<file path="config.mk">
export PLATFORM = sky130hd
export DESIGN_NAME = dir_input_encoder
export DESIGN_NICKNAME = d
export VERILOG_FILES = /design/src/rtl/dir_input_encoder.sv
export SDC_FILE = /design/constraint.sdc
export NUM_CORES = 1
export LEC_CHECK = 0
export CAP_MARGIN = 0
export CELL_PAD_IN_SITES_DETAIL_PLACEMENT = 1
export CELL_PAD_IN_SITES_GLOBAL_PLACEMENT = 1
export CORE_MARGIN = 10
export CORE_UTILIZATION = 35
export CTS_BUF_LIST = sky130_fd_sc_hd__clkbuf_8
export DETAILED_ROUTE_END_ITERATION = 10
export PLACE_DENSITY = 0.72
export SYNTH_ARGS = -nofsm -noshare
export SYNTH_HDL_FRONTEND = slang
export SYNTH_SLANG_ARGS = --single-unit
</file>
<file path="constraint.sdc">
create_clock -name vga_clk -period 2.6 [get_ports vga_clk]
set_clock_uncertainty 0.05 [all_clocks]
set_input_delay 0.39 -clock vga_clk [delete_from_list [all_inputs] [get_ports vga_clk]]
set_output_delay 0.39 -clock vga_clk [all_outputs]
set_load 0.05 [all_outputs]
</file>
<file path="src/rtl/dir_input_encoder.sv">
// dir_input_encoder
//   Turns four asynchronous push buttons into a committed one-hot snake
//   direction. Buttons are synchronised and debounced, and each debounced press
//   is filtered against the direction the snake will have by then. Turns wait
//   in a small queue until the next rising edge of move_clk commits one.
//
// Configuration:
//   DIR_QUEUE2_EN  defined   -> two-entry turn FIFO
//                  undefined -> single-entry turn buffer (default)
//
// Parameters:
//   DEBOUNCE_CNT  number of consecutive sample_tick strobes (1..255) that a
//                 level must hold before it is accepted
//
// Ports:
//   vga_clk      system clock
//   reset        synchronous active-high reset
//   btn_raw[3:0] asynchronous buttons, [3]=up [2]=down [1]=left [0]=right
//   sample_tick  one-cycle debounce sample strobe
//   move_clk     asynchronous snake update clock; its rising edge commits
//   game_over    freezes direction input and flushes the queue
//   dir[3:0]     committed one-hot direction (same bit map as btn_raw)
//   pending      high while at least one turn is queued
module dir_input_encoder #(
    parameter int DEBOUNCE_CNT = 20
) (
    input  logic       vga_clk,
    input  logic       reset,
    input  logic [3:0] btn_raw,
    input  logic       sample_tick,
    input  logic       move_clk,
    input  logic       game_over,
    output logic [3:0] dir,
    output logic       pending
);

    // The reverse of a one-hot direction: swap up/down and left/right.
    function automatic logic [3:0] opposite(input logic [3:0] d);
        return {d[2], d[3], d[0], d[1]};
    endfunction

    // A turn is legal unless it repeats or reverses the reference direction.
    function automatic logic turn_ok(input logic [3:0] turn, input logic [3:0] ref_dir);
        return (turn != ref_dir) && (turn != opposite(ref_dir));
    endfunction

    // ---- synchronisers ----
    logic [3:0] btn_s1, btn_s2;
    logic       mv_s1, mv_s2, mv_s3;
    logic       commit;

    always_ff @(posedge vga_clk) begin
        if (reset) begin
            btn_s1 <= '0;
            btn_s2 <= '0;
            mv_s1  <= 1'b0;
            mv_s2  <= 1'b0;
            mv_s3  <= 1'b0;
        end else begin
            btn_s1 <= btn_raw;
            btn_s2 <= btn_s1;
            mv_s1  <= move_clk;
            mv_s2  <= mv_s1;
            mv_s3  <= mv_s2;
        end
    end

    // The third move_clk flop only serves as the previous value for edge detect.
    assign commit = mv_s2 & ~mv_s3;

    // ---- debounce ----
    logic [7:0] db_cnt [4];
    logic [3:0] stable;
    logic [3:0] press_evt;

    always_ff @(posedge vga_clk) begin
        if (reset) begin
            stable    <= '0;
            press_evt <= '0;
            for (int i = 0; i < 4; i++) db_cnt[i] <= '0;
        end else begin
            for (int i = 0; i < 4; i++) begin
                press_evt[i] <= 1'b0;
                if (btn_s2[i] == stable[i]) begin
                    db_cnt[i] <= '0;
                end else if (sample_tick) begin
                    // This tick is the DEBOUNCE_CNT-th consecutive differing one.
                    if (db_cnt[i] == 8'(DEBOUNCE_CNT - 1)) begin
                        stable[i]    <= ~stable[i];
                        db_cnt[i]    <= '0;
                        press_evt[i] <= ~stable[i];
                    end else begin
                        db_cnt[i] <= db_cnt[i] + 8'd1;
                    end
                end
            end
        end
    end

    // ---- priority pick: up > down > left > right ----
    logic [3:0] pick;

    always_comb begin
        pick = 4'b0000;
        if (press_evt[3])      pick = 4'b1000;
        else if (press_evt[2]) pick = 4'b0100;
        else if (press_evt[1]) pick = 4'b0010;
        else if (press_evt[0]) pick = 4'b0001;
    end

    // ---- turn queue and committed direction ----
    logic [3:0] dir_n;
    logic [3:0] q0, q0_n;

`ifdef DIR_QUEUE2_EN
    logic [3:0] q1, q1_n;
    logic [1:0] q_cnt, q_cnt_n;

    // Commit first, then judge the press against what remains; with the FIFO
    // full, the press replaces the newest entry and is judged against q0.
    always_comb begin
        dir_n   = dir;
        q0_n    = q0;
        q1_n    = q1;
        q_cnt_n = q_cnt;
        if (game_over) begin
            q_cnt_n = 2'd0;
        end else begin
            if (commit && (q_cnt != 2'd0)) begin
                dir_n   = q0;
                q0_n    = q1;
                q_cnt_n = q_cnt - 2'd1;
            end
            if (pick != 4'b0000) begin
                case (q_cnt_n)
                    2'd0: begin
                        if (turn_ok(pick, dir_n)) begin
                            q0_n    = pick;
                            q_cnt_n = 2'd1;
                        end
                    end
                    2'd1: begin
                        if (turn_ok(pick, q0_n)) begin
                            q1_n    = pick;
                            q_cnt_n = 2'd2;
                        end
                    end
                    default: begin
                        if (turn_ok(pick, q0_n)) q1_n = pick;
                    end
                endcase
            end
        end
    end

    always_ff @(posedge vga_clk) begin
        if (reset) begin
            dir     <= 4'b0001;
            q0      <= 4'b0001;
            q1      <= 4'b0001;
            q_cnt   <= 2'd0;
            pending <= 1'b0;
        end else begin
            dir     <= dir_n;
            q0      <= q0_n;
            q1      <= q1_n;
            q_cnt   <= q_cnt_n;
            pending <= (q_cnt_n != 2'd0);
        end
    end
`else
    logic q_vld, q_vld_n;

    // With a single slot, both the empty and the overwrite cases judge the
    // press against the direction that will be current after any commit.
    always_comb begin
        dir_n   = dir;
        q0_n    = q0;
        q_vld_n = q_vld;
        if (game_over) begin
            q_vld_n = 1'b0;
        end else begin
            if (commit && q_vld) begin
                dir_n   = q0;
                q_vld_n = 1'b0;
            end
            if ((pick != 4'b0000) && turn_ok(pick, dir_n)) begin
                q0_n    = pick;
                q_vld_n = 1'b1;
            end
        end
    end

    always_ff @(posedge vga_clk) begin
        if (reset) begin
            dir     <= 4'b0001;
            q0      <= 4'b0001;
            q_vld   <= 1'b0;
            pending <= 1'b0;
        end else begin
            dir     <= dir_n;
            q0      <= q0_n;
            q_vld   <= q_vld_n;
            pending <= q_vld_n;
        end
    end
`endif

endmodule

</file>
# ---- Yosys cells after proc, flatten, opt, wreduce, memory -nomap -nowiden
# Memory sizes are Yosys's and may differ from the RTL's.
# Index checks and enable logic that the tools add are counted.
dict set report totals {
  reg_bits 28
  ramBits 32
  input_bits 9
  output_inout_bits 5
  wordCells 148
  mem_count 1
}
# name depth word_bits rd rd_ports_with_merged_regs wr line
set mem_list {}
lappend mem_list {db_cnt 4 8 4 0 4 72} ;# logic [7:0] db_cnt [4];
dict set report op_classes {
  add_sub_neg 4
  eq_ne 10
  n_mux 74
  n_bitwise 28
  reduce_logical 15
}
# operator count
set ops {}
lappend ops {{2-to-1 mux 8 bit} 12}
lappend ops {{2-to-1 mux 1 bit} 57}
lappend ops {{adder 8 x 1 -> 8 bit (second input constant)} 4}
lappend ops {{equality test 8 x 5 -> 1 bit (second input constant)} 4}
lappend ops {{OR reduction 4 bit} 4}
lappend ops {{NOT 1 bit} 15}
lappend ops {{2-to-1 mux 4 bit} 3}
lappend ops {{bitwise OR 1 bit} 12}
lappend ops {{AND reduction 3 bit} 4}
lappend ops {{inequality test 4 bit} 2}
lappend ops {{equality test 1 bit} 4}
lappend ops {{nonzero test 4 bit} 1}
lappend ops {{logical AND 1 bit} 3}
lappend ops {{2-to-1 mux 3 bit} 1}
lappend ops {{2-to-1 mux 2 bit} 1}
lappend ops {{AND reduction 2 bit} 1}
lappend ops {{nonzero test 2 bit} 1}
lappend ops {{OR reduction 2 bit} 1}
lappend ops {{AND 1 bit} 1}

# ---- Longest topological paths before layout
dict set report depth {
  ltp_word 9
  mapped_depth 7
  mapped_depth_nobuf 7
}

# ---- Worst setup path before layout
# No wires, ideal clock.
dict set report synth_path {
  kind {reg-to-reg}
  startpoint {register q_vld}
  endpoint {register q0[0]}
  setup_time_ns 0.120
  arrival_time_ns 2.162
  required_time_ns 2.430
  path_slack_ns 0.269
  path_stages_with_launch 7
  path_buffers 0
  synth_period_minus_slack_ns 2.331
  cell_sequence {dfxtp_1 nand3b_4 mux2_4 and3_1 o311a_4 a211o_1 a211o_1}
}
dict set report synth_via {
  elab_chain_cells 7
  elab_cells_between_ends 8
  cone_classes {2 x eq/ne; 2 x mux; 4 x reduce/logical}
}
# item line
set synth_rtl {}
lappend synth_rtl {{from (decl)} 172} ;# logic q_vld, q_vld_n;
lappend synth_rtl {{from (signal assigned)} 203} ;# q_vld <= q_vld_n;
lappend synth_rtl {{logical AND 1 bit (*)} 183} ;# if (commit && q_vld) begin
lappend synth_rtl {{2-to-1 mux 4 bit (*)} 183}
lappend synth_rtl {{2-to-1 mux 4 bit (*)} 180} ;# if (game_over) begin
lappend synth_rtl {{inequality test 4 bit} 44} ;# return (turn != ref_dir) && (turn != opposite(ref_dir));
lappend synth_rtl {{logical AND 1 bit (*)} 44}
lappend synth_rtl {{logical AND 1 bit (*)} 187} ;# if ((pick != 4'b0000) && turn_ok(pick, dir_n)) begin
lappend synth_rtl {{AND reduction 2 bit (no line) (*)} n/a}
lappend synth_rtl {{to (signal assigned)} 202} ;# q0 <= q0_n;
lappend synth_rtl {{to (decl)} 113} ;# logic [3:0] q0, q0_n;
# Every way passes the cells marked *; elsewhere a longest branch is shown, timed or not. The select of a mux whose other input is x is not followed.
# A chain may end at the register's enable or synchronous reset.

# ---- Worst setup path in the final report
# Same ends and word-level chain as after synthesis.

==> out/metrics.yaml <==
antenna_found_initial: 0
dr.pass1.iters: 4
routed.top_layer: "met4"
avgSynthCellArea_um2: 10.3
dp_slack_ps: 428
wl_per_cell_um: 13.9
slew_headroom: 0.666
start_util: 0.357
rows: 33
setup_violations: 0
n_fill_cell: 901
gr-total-overflow: 0
ant_nets: 0
cts_tree: "yes"
core_area_mm2: 0.00813
die_h_um: 111
synthTopCellsByArea: "edfxtp_1, dfxtp_1, nor2_1"
die_w_um: 111
setup_slack_ps: 428
die_area_mm2: 0.0123
async_flop_share: 0
synth_area_mm2: 0.00290
p_leak_nw: 1.26
hold_start: "btn_s1[2]$_SDFF_PP0_"
yosysSeqAreaShare: 0.524
period_share: 0.835
arrival_ps: 2350
drt-met1-wl_um: 2680
crit_buf_inv: 0
numCtsBuffers: 9
path_clk_slew_ps: 70
cts_hold_buf: 0
finalCriticalPeriod_ps: 2170
crit_path_top_delay_cell: "dfxtp_1"
insertion_delay_ps: 340
cp_top_family: "compound AO/OA/AOI/OAI gates"
route.detailed.drc: 0
wl_met3_um: 239
io_pins: 14
port_buffers: 13
synth_edf_count: 32
synth.distinct_cells: 45
yosys_most_used_dff: "edfxtp_1"
drv_cap: 0
mostFrequentLayoutCells: "nor2_1, edfxtp_1, dfxtp_1"
h-tree-depth: 3
synth_seq_cells: 60
syn_nets: 295
dr_wl_met2_um: 2700
required_ps: 2770
gp_congestion: 0.821
syn2layout_area_growth_pct: 16.4
hold_path_class: "flop to flop"
timing.fmax_mhz: 460
synth_top_area_share: 0.331
crit_path_end_kind: "flop"
crit_path_start: "q_vld$_SDFFE_PP0P_"
num_vias: 2029
cp_slowest_stage_delay_ps: 420
irDropWorstVdd_mv: 0.354
layout_commonest_cell: "nor2_1"
clockRootBuffer: "clkbuf_8"
cp_max_fo: 13
synth_top_cell_by_area: "edfxtp_1"
power_density_mw_per_mm2: 595
outcome: "finished clean"
cts.sinks: 60
synth_warnings: 0
post-cts-setup-buffers: 0
finalHoldViolations: 0
crit_chain: "nand3b_4 -> mux2_4 -> and3_1 -> o311a_4 -> a211o_1 -> a211o_1"
nets: 315
path_common_cell: "a211o_1"
hpwlAfterDp_um: 4150
grt_pass1_wl_um: 10100
tightest_slew_ps: 500
drive_above_1_share: 0.0717
criticalPathCategory: "flop to flop"
reg2reg_from: "q_vld$_SDFFE_PP0P_"
n_antenna_cell: 0
synthCells: 282
start_kind: "flop"
grtUsageTotal: 0.0983
drt_iter0_markers: 74
wl_um: 5720
rsz0062_at_grt: "false"
via_per_inst: 4.92
grt_pass1_vias: 2183
grt_max_degree: 18
cts-resized-gates: 0
cts_buffer_depth: 2
slew_violations: 0
totalNegativeSetupSlack_ps: 0
-- state kept, by name (all words and copies together), names as in the netlist --
signal     count
btn_s1         4
mv_s2          1
mv_s1          1
db_cnt        32
press_evt      4
mv_s3          1
q0             4
dir            4
q_vld          1
stable         4
btn_s2         4
-- per-stage QoR --
step | std cells | util | area (um2) | hold WS, ps | power, W
finish | 412 | 0.415 | 3380 | 395 | 0.00201
global route | 412 | 0.415 | 3380 | 407 | 0.00210
CTS | 412 | 0.415 | 3380 | 401 | 0.00204
detailed placement | 396 | 0.388 | 3150 | 388 | 0.00110
global placement | 396 | 0.388 | 3150 | 369 | 0.00110
floorplan | 282 | - | 2900 | 364 | 0.00107
-- logic make-up (layout without fill, tap and decap cells) --
| family | after synthesis | count (layout) | share of synthesized area |
|---|---|---|---|
| AOI/OAI and AO/OA | 24 | 24 | 0.0638 |
| xor gates and xnor gates | 28 | 28 | 0.0845 |
| and+or+nand+nor | 137 | 137 | 0.247 |
| muxes | 11 | 11 | 0.0397 |
| adders and majority gates | 4 | 4 | 0.0172 |
| buffers and inverters | 18 | 43 | 0.0237 |
| DFF | 60 | 60 | 0.524 |
-- synth_stat cells (2+ instances only) --
cell type and instances:
dfxtp_1 28, clkbuf_1 5, nor2_1 47, nor4bb_1 2
ha_1 4, inv_1 12, nand3_1 15, nand4b_1 2
a211o_1 3, nor2b_1 16, nor3_1 7, nand2_1 16
and4_1 2, a21oi_1 3, mux2i_1 10, a211oi_1 2
or3_1 2, and3_1 5, nor4b_1 2, nand4_1 4
o21ai_0 4, and3b_1 2, xor2_1 17, a311oi_1 2
xnor2_1 11, nor4_1 4, edfxtp_1 32, nand2b_1 6
-- per-layer routing --
metal,up-vias,GRT usage
li1,1036,-
met1,954,0.116
met2,31,0.155
met3,8,0.0357
met4,0,0.0463
met5,-,0
-- area by class of cell --
| cell class | instances | area, um2 | share of cell area |
|---|---|---|---|
| Sequential cell | 60 | 1520 | 0.450 |
| Multi-Input combinational cell | 204 | 1310 | 0.388 |
| Inverter | 12 | 45.0 | 0.0133 |
| Timing Repair Buffer | 15 | 145 | 0.0430 |
| Tap cell | 105 | 131 | 0.0389 |
| Clock inverter | 6 | 86.3 | 0.0256 |
| Clock buffer | 10 | 138 | 0.0407 |
-- power breakdown --
part	internal [W]	switching (W)
clock network	0.000565	0.000369
registers	0.00101	0.0000135
logic	0.0000270	0.0000281
total	0.00160	0.000411
-- worst paths after layout --
kind / endpoint / slack, ps / depth (start not counted)
setup / recovery: q0[0]$_SDFFE_PP1P_ / 430 / 6
hold / removal: btn_s2[2]$_SDFF_PP0_ / 400 / 1
setup reg to reg: q0[0]$_SDFFE_PP1P_ / 430 / 6
hold reg to reg: btn_s2[2]$_SDFF_PP0_ / 400 / 1
(Power assumes the default switching activity.)
